===== src/rtl/spi_pkg.sv =====
`timescale 1ns/1ps
`default_nettype none
// ============================================================================
// Module   : spi_pkg
// Purpose  : Shared constants for the SPI target front end and its users:
//            SPI mode, byte width, idle return byte and decoder opcodes.
// Ports    : none (package)
// Revision : 1.0 - initial release
// ============================================================================
package spi_pkg;

   // Mode 0: SCLK idles low, data sampled on the rising edge
   localparam logic       SPI_CPOL    = 1'b0;
   localparam logic       SPI_CPHA    = 1'b0;

   localparam int         SPI_BYTE_W  = 8;
   localparam int         SPI_CNT_W   = 3;

   localparam logic [7:0] SPI_IDLE_TX = 8'h00;

   // Opcodes understood by the command decoder
   localparam logic [7:0] OP_INFO_RD  = 8'h3a;
   localparam logic [7:0] OP_DATA_RD  = 8'h3b;

endpackage : spi_pkg
`default_nettype wire


===== src/rtl/sync_ff.sv =====
`timescale 1ns/1ps
`default_nettype none
// ============================================================================
// Module   : sync_ff
// Purpose  : Single-bit multi-flop synchroniser for an asynchronous input.
// Ports    : clk_i   - destination clock
//            rst_n_i - asynchronous active-low reset
//            d_i     - asynchronous input
//            q_o     - synchronised output (last flop of the chain)
// Params   : STAGES  - chain depth, must be at least 2
//            RST_VAL - value every flop takes during reset
// Revision : 1.0 - initial release
// ============================================================================
module sync_ff #(
   parameter int   STAGES  = 2,
   parameter logic RST_VAL = 1'b0
) (
   input  logic clk_i,
   input  logic rst_n_i,
   input  logic d_i,
   output logic q_o
);

   logic [STAGES-1:0] sync_q;

   always_ff @(posedge clk_i or negedge rst_n_i) begin
      if (!rst_n_i) begin
         sync_q <= {STAGES{RST_VAL}};
      end else begin
         sync_q <= {sync_q[STAGES-2:0], d_i};
      end
   end

   assign q_o = sync_q[STAGES-1];

endmodule : sync_ff
`default_nettype wire


===== src/rtl/spi_slave.sv =====
`timescale 1ns/1ps
`default_nettype none
// ============================================================================
// Module   : spi_slave
// Purpose  : Oversampled SPI mode-0 target. Synchronises the SPI pins into
//            clk_i, deserialises MOSI into bytes (MSB first) with a one-cycle
//            strobe and DC flag, and serialises a return byte onto MISO.
// Ports    : clk_i, rst_n_i           - system clock, async active-low reset
//            spi_sclk_i, spi_cs_n_i,
//            spi_mosi_i, spi_dc_i     - asynchronous SPI pins
//            spi_miso_o               - registered serial return data
//            spi_byte_vld_o           - one-cycle strobe per received byte
//            spi_byte_data_o          - last received byte
//            spi_byte_dc_o            - DC level captured with that byte
//            tx_byte_i                - return byte from the read mux
// Revision : 1.0 - initial release
// ============================================================================
module spi_slave
   import spi_pkg::*;
#(
   parameter int         SYNC_STAGES = 2,
   parameter logic [7:0] IDLE_TX     = SPI_IDLE_TX
) (
   input  logic       clk_i,
   input  logic       rst_n_i,
   input  logic       spi_sclk_i,
   input  logic       spi_cs_n_i,
   input  logic       spi_mosi_i,
   input  logic       spi_dc_i,
   output logic       spi_miso_o,
   output logic       spi_byte_vld_o,
   output logic [7:0] spi_byte_data_o,
   output logic       spi_byte_dc_o,
   input  logic [7:0] tx_byte_i
);

   // ---------------------------------------------------------------- sync
   logic sclk_s, cs_n_s, mosi_s, dc_s;

   sync_ff #(.STAGES(SYNC_STAGES), .RST_VAL(1'b0)) u_sync_sclk (
      .clk_i(clk_i), .rst_n_i(rst_n_i), .d_i(spi_sclk_i), .q_o(sclk_s));
   sync_ff #(.STAGES(SYNC_STAGES), .RST_VAL(1'b1)) u_sync_cs_n (
      .clk_i(clk_i), .rst_n_i(rst_n_i), .d_i(spi_cs_n_i), .q_o(cs_n_s));
   sync_ff #(.STAGES(SYNC_STAGES), .RST_VAL(1'b0)) u_sync_mosi (
      .clk_i(clk_i), .rst_n_i(rst_n_i), .d_i(spi_mosi_i), .q_o(mosi_s));
   sync_ff #(.STAGES(SYNC_STAGES), .RST_VAL(1'b0)) u_sync_dc (
      .clk_i(clk_i), .rst_n_i(rst_n_i), .d_i(spi_dc_i), .q_o(dc_s));

   // ---------------------------------------------------------- edge detect
   logic sclk_prev_q, cs_n_prev_q;
   logic sclk_rise, sclk_fall, cs_fall, cs_rise;

   assign sclk_rise =  sclk_s & ~sclk_prev_q;
   assign sclk_fall = ~sclk_s &  sclk_prev_q;
   assign cs_fall   = ~cs_n_s &  cs_n_prev_q;
   assign cs_rise   =  cs_n_s & ~cs_n_prev_q;

   // ---------------------------------------------------------------- state
   logic [SPI_CNT_W-1:0]  cnt_q,  cnt_d;
   logic [SPI_BYTE_W-1:0] rx_q,   rx_d;
   logic [SPI_BYTE_W-1:0] tx_q,   tx_d;
   logic [SPI_BYTE_W-1:0] data_q, data_d;
   logic                  load_q, load_d;
   logic                  vld_q,  vld_d;
   logic                  dc_q,   dc_d;
   logic                  miso_q, miso_d;

   always_comb begin
      cnt_d  = cnt_q;
      rx_d   = rx_q;
      tx_d   = tx_q;
      data_d = data_q;
      load_d = load_q;
      dc_d   = dc_q;
      vld_d  = 1'b0;

      // CS is evaluated first, so an SCLK edge coinciding with CS rising is
      // dropped together with the partial byte.
      if (cs_rise) begin
         cnt_d  = '0;
         load_d = 1'b0;
      end else if (cs_fall) begin
         cnt_d  = '0;
         rx_d   = '0;
         tx_d   = IDLE_TX;
         load_d = 1'b0;
      end else if (!cs_n_s) begin
         if (sclk_rise) begin
            rx_d  = {rx_q[6:0], mosi_s};
            cnt_d = cnt_q + 3'd1;
            if (cnt_q == 3'd7) begin
               vld_d  = 1'b1;
               data_d = rx_d;
               dc_d   = dc_s;
               load_d = 1'b1;
            end
         end
         // The first falling edge after a completed byte presents the next
         // return byte; all others advance the shifter.
         if (sclk_fall) begin
            if (load_q) begin
               tx_d   = tx_byte_i;
               load_d = 1'b0;
            end else begin
               tx_d   = {tx_q[6:0], 1'b0};
            end
         end
      end

      // Driven from the next-state shifter so MISO tracks the shift in the
      // same cycle it is registered.
      miso_d = ~cs_n_s & tx_d[7];
   end

   always_ff @(posedge clk_i or negedge rst_n_i) begin
      if (!rst_n_i) begin
         sclk_prev_q <= 1'b0;
         cs_n_prev_q <= 1'b1;
         cnt_q       <= '0;
         rx_q        <= '0;
         tx_q        <= IDLE_TX;
         data_q      <= '0;
         load_q      <= 1'b0;
         vld_q       <= 1'b0;
         dc_q        <= 1'b0;
         miso_q      <= 1'b0;
      end else begin
         sclk_prev_q <= sclk_s;
         cs_n_prev_q <= cs_n_s;
         cnt_q       <= cnt_d;
         rx_q        <= rx_d;
         tx_q        <= tx_d;
         data_q      <= data_d;
         load_q      <= load_d;
         vld_q       <= vld_d;
         dc_q        <= dc_d;
         miso_q      <= miso_d;
      end
   end

   assign spi_miso_o      = miso_q;
   assign spi_byte_vld_o  = vld_q;
   assign spi_byte_data_o = data_q;
   assign spi_byte_dc_o   = dc_q;

endmodule : spi_slave
`default_nettype wire


===== config.mk =====
export PLATFORM = sky130hd
export DESIGN_NAME = spi_slave
export DESIGN_NICKNAME = d
export VERILOG_FILES = /design/src/rtl/spi_pkg.sv /design/src/rtl/sync_ff.sv /design/src/rtl/spi_slave.sv
export SDC_FILE = /design/constraint.sdc
export NUM_CORES = 1
export LEC_CHECK = 0
export ABC_AREA = 1
export CELL_PAD_IN_SITES_DETAIL_PLACEMENT = 2
export CELL_PAD_IN_SITES_GLOBAL_PLACEMENT = 2
export CORE_MARGIN = 8
export CORE_UTILIZATION = 25
export DETAILED_ROUTE_END_ITERATION = 8
export PLACE_DENSITY_LB_ADDON = 0.1
export SYNTH_ARGS = -nofsm -noshare
export SYNTH_HDL_FRONTEND = slang
export SYNTH_SLANG_ARGS = --single-unit

===== constraint.sdc =====
create_clock -name clk_i -period 1.9 [get_ports clk_i]
set_input_delay 0.19 -clock clk_i [delete_from_list [all_inputs] [get_ports clk_i]]
set_output_delay 0.19 -clock clk_i [all_outputs]
set_load 0.005 [all_outputs]

==> flow_summary.yaml <==
status:
  status: "finished clean"
layout:
  drive_above_1_share_pct: 14.6
  instances_no_fill: 285
  diodes: 0
  fillers: 756
  fin_nets: 223
  area_growth_pct: 26.2
timing:
  finalSetupViolCount: 0
  slew_violations: 0
  maxSlewHeadroom_pct: 65.0
  tns_ps: 0
  clock_skew_ps: 6.31
  period_minus_slack_ps: 1770
  grt_setup_unrepaired: "no"
  worst_pin_slew_ps: 525
  fmax_ghz: 0.566
  finalHoldViolations: 0
  fin_crit_sh_pct: 93.0
route:
  via_per_inst: 4.43
  drt_pass1_iterations: 4
  drt.antenna.violating_nets: 0
  drc: 0
  vias: 1262
  wl_per_cell_microns: 14.6
  wirelength_microns: 4160
  drt_iter0_drc: 36
cts:
  cts_tree: "built"
  cts_root_buf: "clkbuf_8"
  htreeDepth: 2
  clkTransAtPathRegs_ps: 80
  clk_latency_ps: 290
  hold_buffers: 1
  cts_resized: 0
  clock-sinks: 40
  clock_path_buffers: 2
  post_cts_buffers: 0
  cts-buffers-inserted: 5
job:
  maxCapViolations: 0
synth:
  ys_types: 19
  synth-async-reset-ratio_pct: 100
  ys_ff_latch: 40
  ys.flop_type: "dfrtp_1"
  netlist_top_cells_count: "nand2_1 (49), dfrtp_1 (37), inv_1 (25), o21ai_0 (19), o21ai_2 (9)"
  yosysMostFrequentCell: "nand2_1"
  synth_warnings: 0
  syn-cell-area_sq_um: 1690
  synth_top_cells_by_area: "dfrtp_1 (55%), nand2_1 (11%), o21ai_0 (5.6%)"
  synth-edff-count: 0
  syn-instance-count: 172
  syn_avg_cell_area_sq_um: 9.81
  syn-num-nets: 191
  seq_area_frac_synth_pct: 59.5
  post-synth-top-area-cell: "dfrtp_1"
  yosysTopAreaCellShare_pct: 54.9
worst_setup_path:
  endpoint_kind: "flop"
  critPathLaunchType: "flop"
  worstPathRequired_ps: 2080
  worstSetupPathType: "flop to flop"
  cp_data_arrival_time_ps: 1940
  cp_max_fo: 18
die:
  num_rows: 30
  die_w_microns: 98.2
  ios: 25
  die_h_microns: 98.2
  core_sq_um: 6680
  dieArea_sq_um: 9640
  start_util_pct: 25.3
global_routing:
  grt_first_pass_wirelength_microns: 7300
  grt_max_degree: 41
  grt_usage_pct: 9.44
  antenna_found_initial: 0
  grt_remaining_overflow: 0
  grt_pass1_vias: 1507
pwr:
  powerDensity_nw_per_um2: 787
  p_leak_nw: 0.957
  ir_drop_mv: 0.333
place:
  routabilityCongestion: 0.813
  place_inst: 276
  place.detailed.hpwl_microns: 3060
  io_buffers: 24
hold_path:
  worstHoldPathType: "input pin to flop"
## path summary, 6_finish.rpt
kind,start,endpoint,slack (ps),cells after the start
worst max-delay path,u_sync_cs_n.sync_q[1],spi_byte_data_o[1],130,5
worst min-delay path,spi_cs_n_i,u_sync_cs_n.sync_q[0],310,1
worst max register to register,u_sync_cs_n.sync_q[1],spi_byte_data_o[1],130,5
worst min register to register,u_sync_dc.sync_q[0],u_sync_dc.sync_q[1],360,0
max in group asynchronous,rst_n_i,cs_n_prev_q,1030,3
min in group asynchronous,rst_n_i,sclk_prev_q,500,3
## worst max-delay path, stage by stage, from the launching register on
cell and delay (ps):
dfstp_2 610, inv_1 130, ha_1 340, nand4_4 310, nand2_1 180, o21ai_2 70
## logic make-up (layout without fill, tap and decap cells)
group	after synthesis	in the layout	share of synthesized area, %
and+or+nand+nor	67	67	18.5
AOI/OAI and AO/OA	33	33	11.8
buffers and inverters	27	60	6.52
DFF	40	40	59.5
adders and majority gates	5	5	3.71
## power by group
part	total, mW	switching, mW	leakage, nW	internal (mW)
clock network	0.609	0.315	0.0434	0.294
logic	0.155	0.0900	0.386	0.0652
registers	0.911	0.0220	0.528	0.889
total	1.67	0.427	0.957	1.25
## cell type report
type | count | area, sq um | share of cell area (%)
multi-input combinational | 105 | 573 | 26.9
sequential | 40 | 1000 | 47.2
tap | 80 | 100 | 4.70
timing repair buffer | 27 | 260 | 12.2
inverter | 25 | 93.8 | 4.41
clock inverter | 2 | 15.0 | 0.705
clock buffer | 6 | 82.6 | 3.88
## layout by cell type (no fill, tap or decap), drive strengths merged, types with 2 or more instances in the layout
cell and n:
a21oi 2, buf 3, clkbuf 6, clkdlybuf4s50 23, clkinvlp 2, dfrtp 37
dfstp 3, ha 5, inv 25, nand2 51, nand3 4, nor2 9
o21ai 31
## layer usage
layer	GRT usage [%]	vias up	wire length, microns
met3	2.92	5	168
met4	2.83	0	35
met5	0	-	0
li1	-	601	-
met2	16.2	23	2070
met1	11.0	633	1890
## per-stage QoR
| step | cell area [sq um] | worst slack, ps | util [%] | power, mW | hold slack (ps) |
|---|---|---|---|---|---|
| finish | 2130 | 133 | 31.9 | 1.67 | 307 |
| global placement | 2020 | 213 | 30.3 | 1.07 | 285 |
| CTS | 2130 | 95.4 | 31.9 | 1.71 | 296 |
| global route | 2130 | 5.51 | 31.9 | 1.77 | 297 |
| detailed placement | 2020 | 97.1 | 30.3 | 1.09 | 295 |
| floorplan | 1690 | 364 | - | 0.998 | -106 |
## registers in the layout (all words and copies together), names as in the netlist
| name | count |
|---|---|
| spi_miso_o | 1 |
| sclk_prev_q | 1 |
| u_sync_sclk.sync_q | 2 |
| u_sync_cs_n.sync_q | 2 |
| spi_byte_vld_o | 1 |
| spi_byte_dc_o | 1 |
| load_q | 1 |
| rx_q | 7 |
| spi_byte_data_o | 8 |
| cnt_q | 3 |
| u_sync_mosi.sync_q | 2 |
| tx_q | 8 |
| cs_n_prev_q | 1 |
| u_sync_dc.sync_q | 2 |
Power figures use the tool's default switching activity.
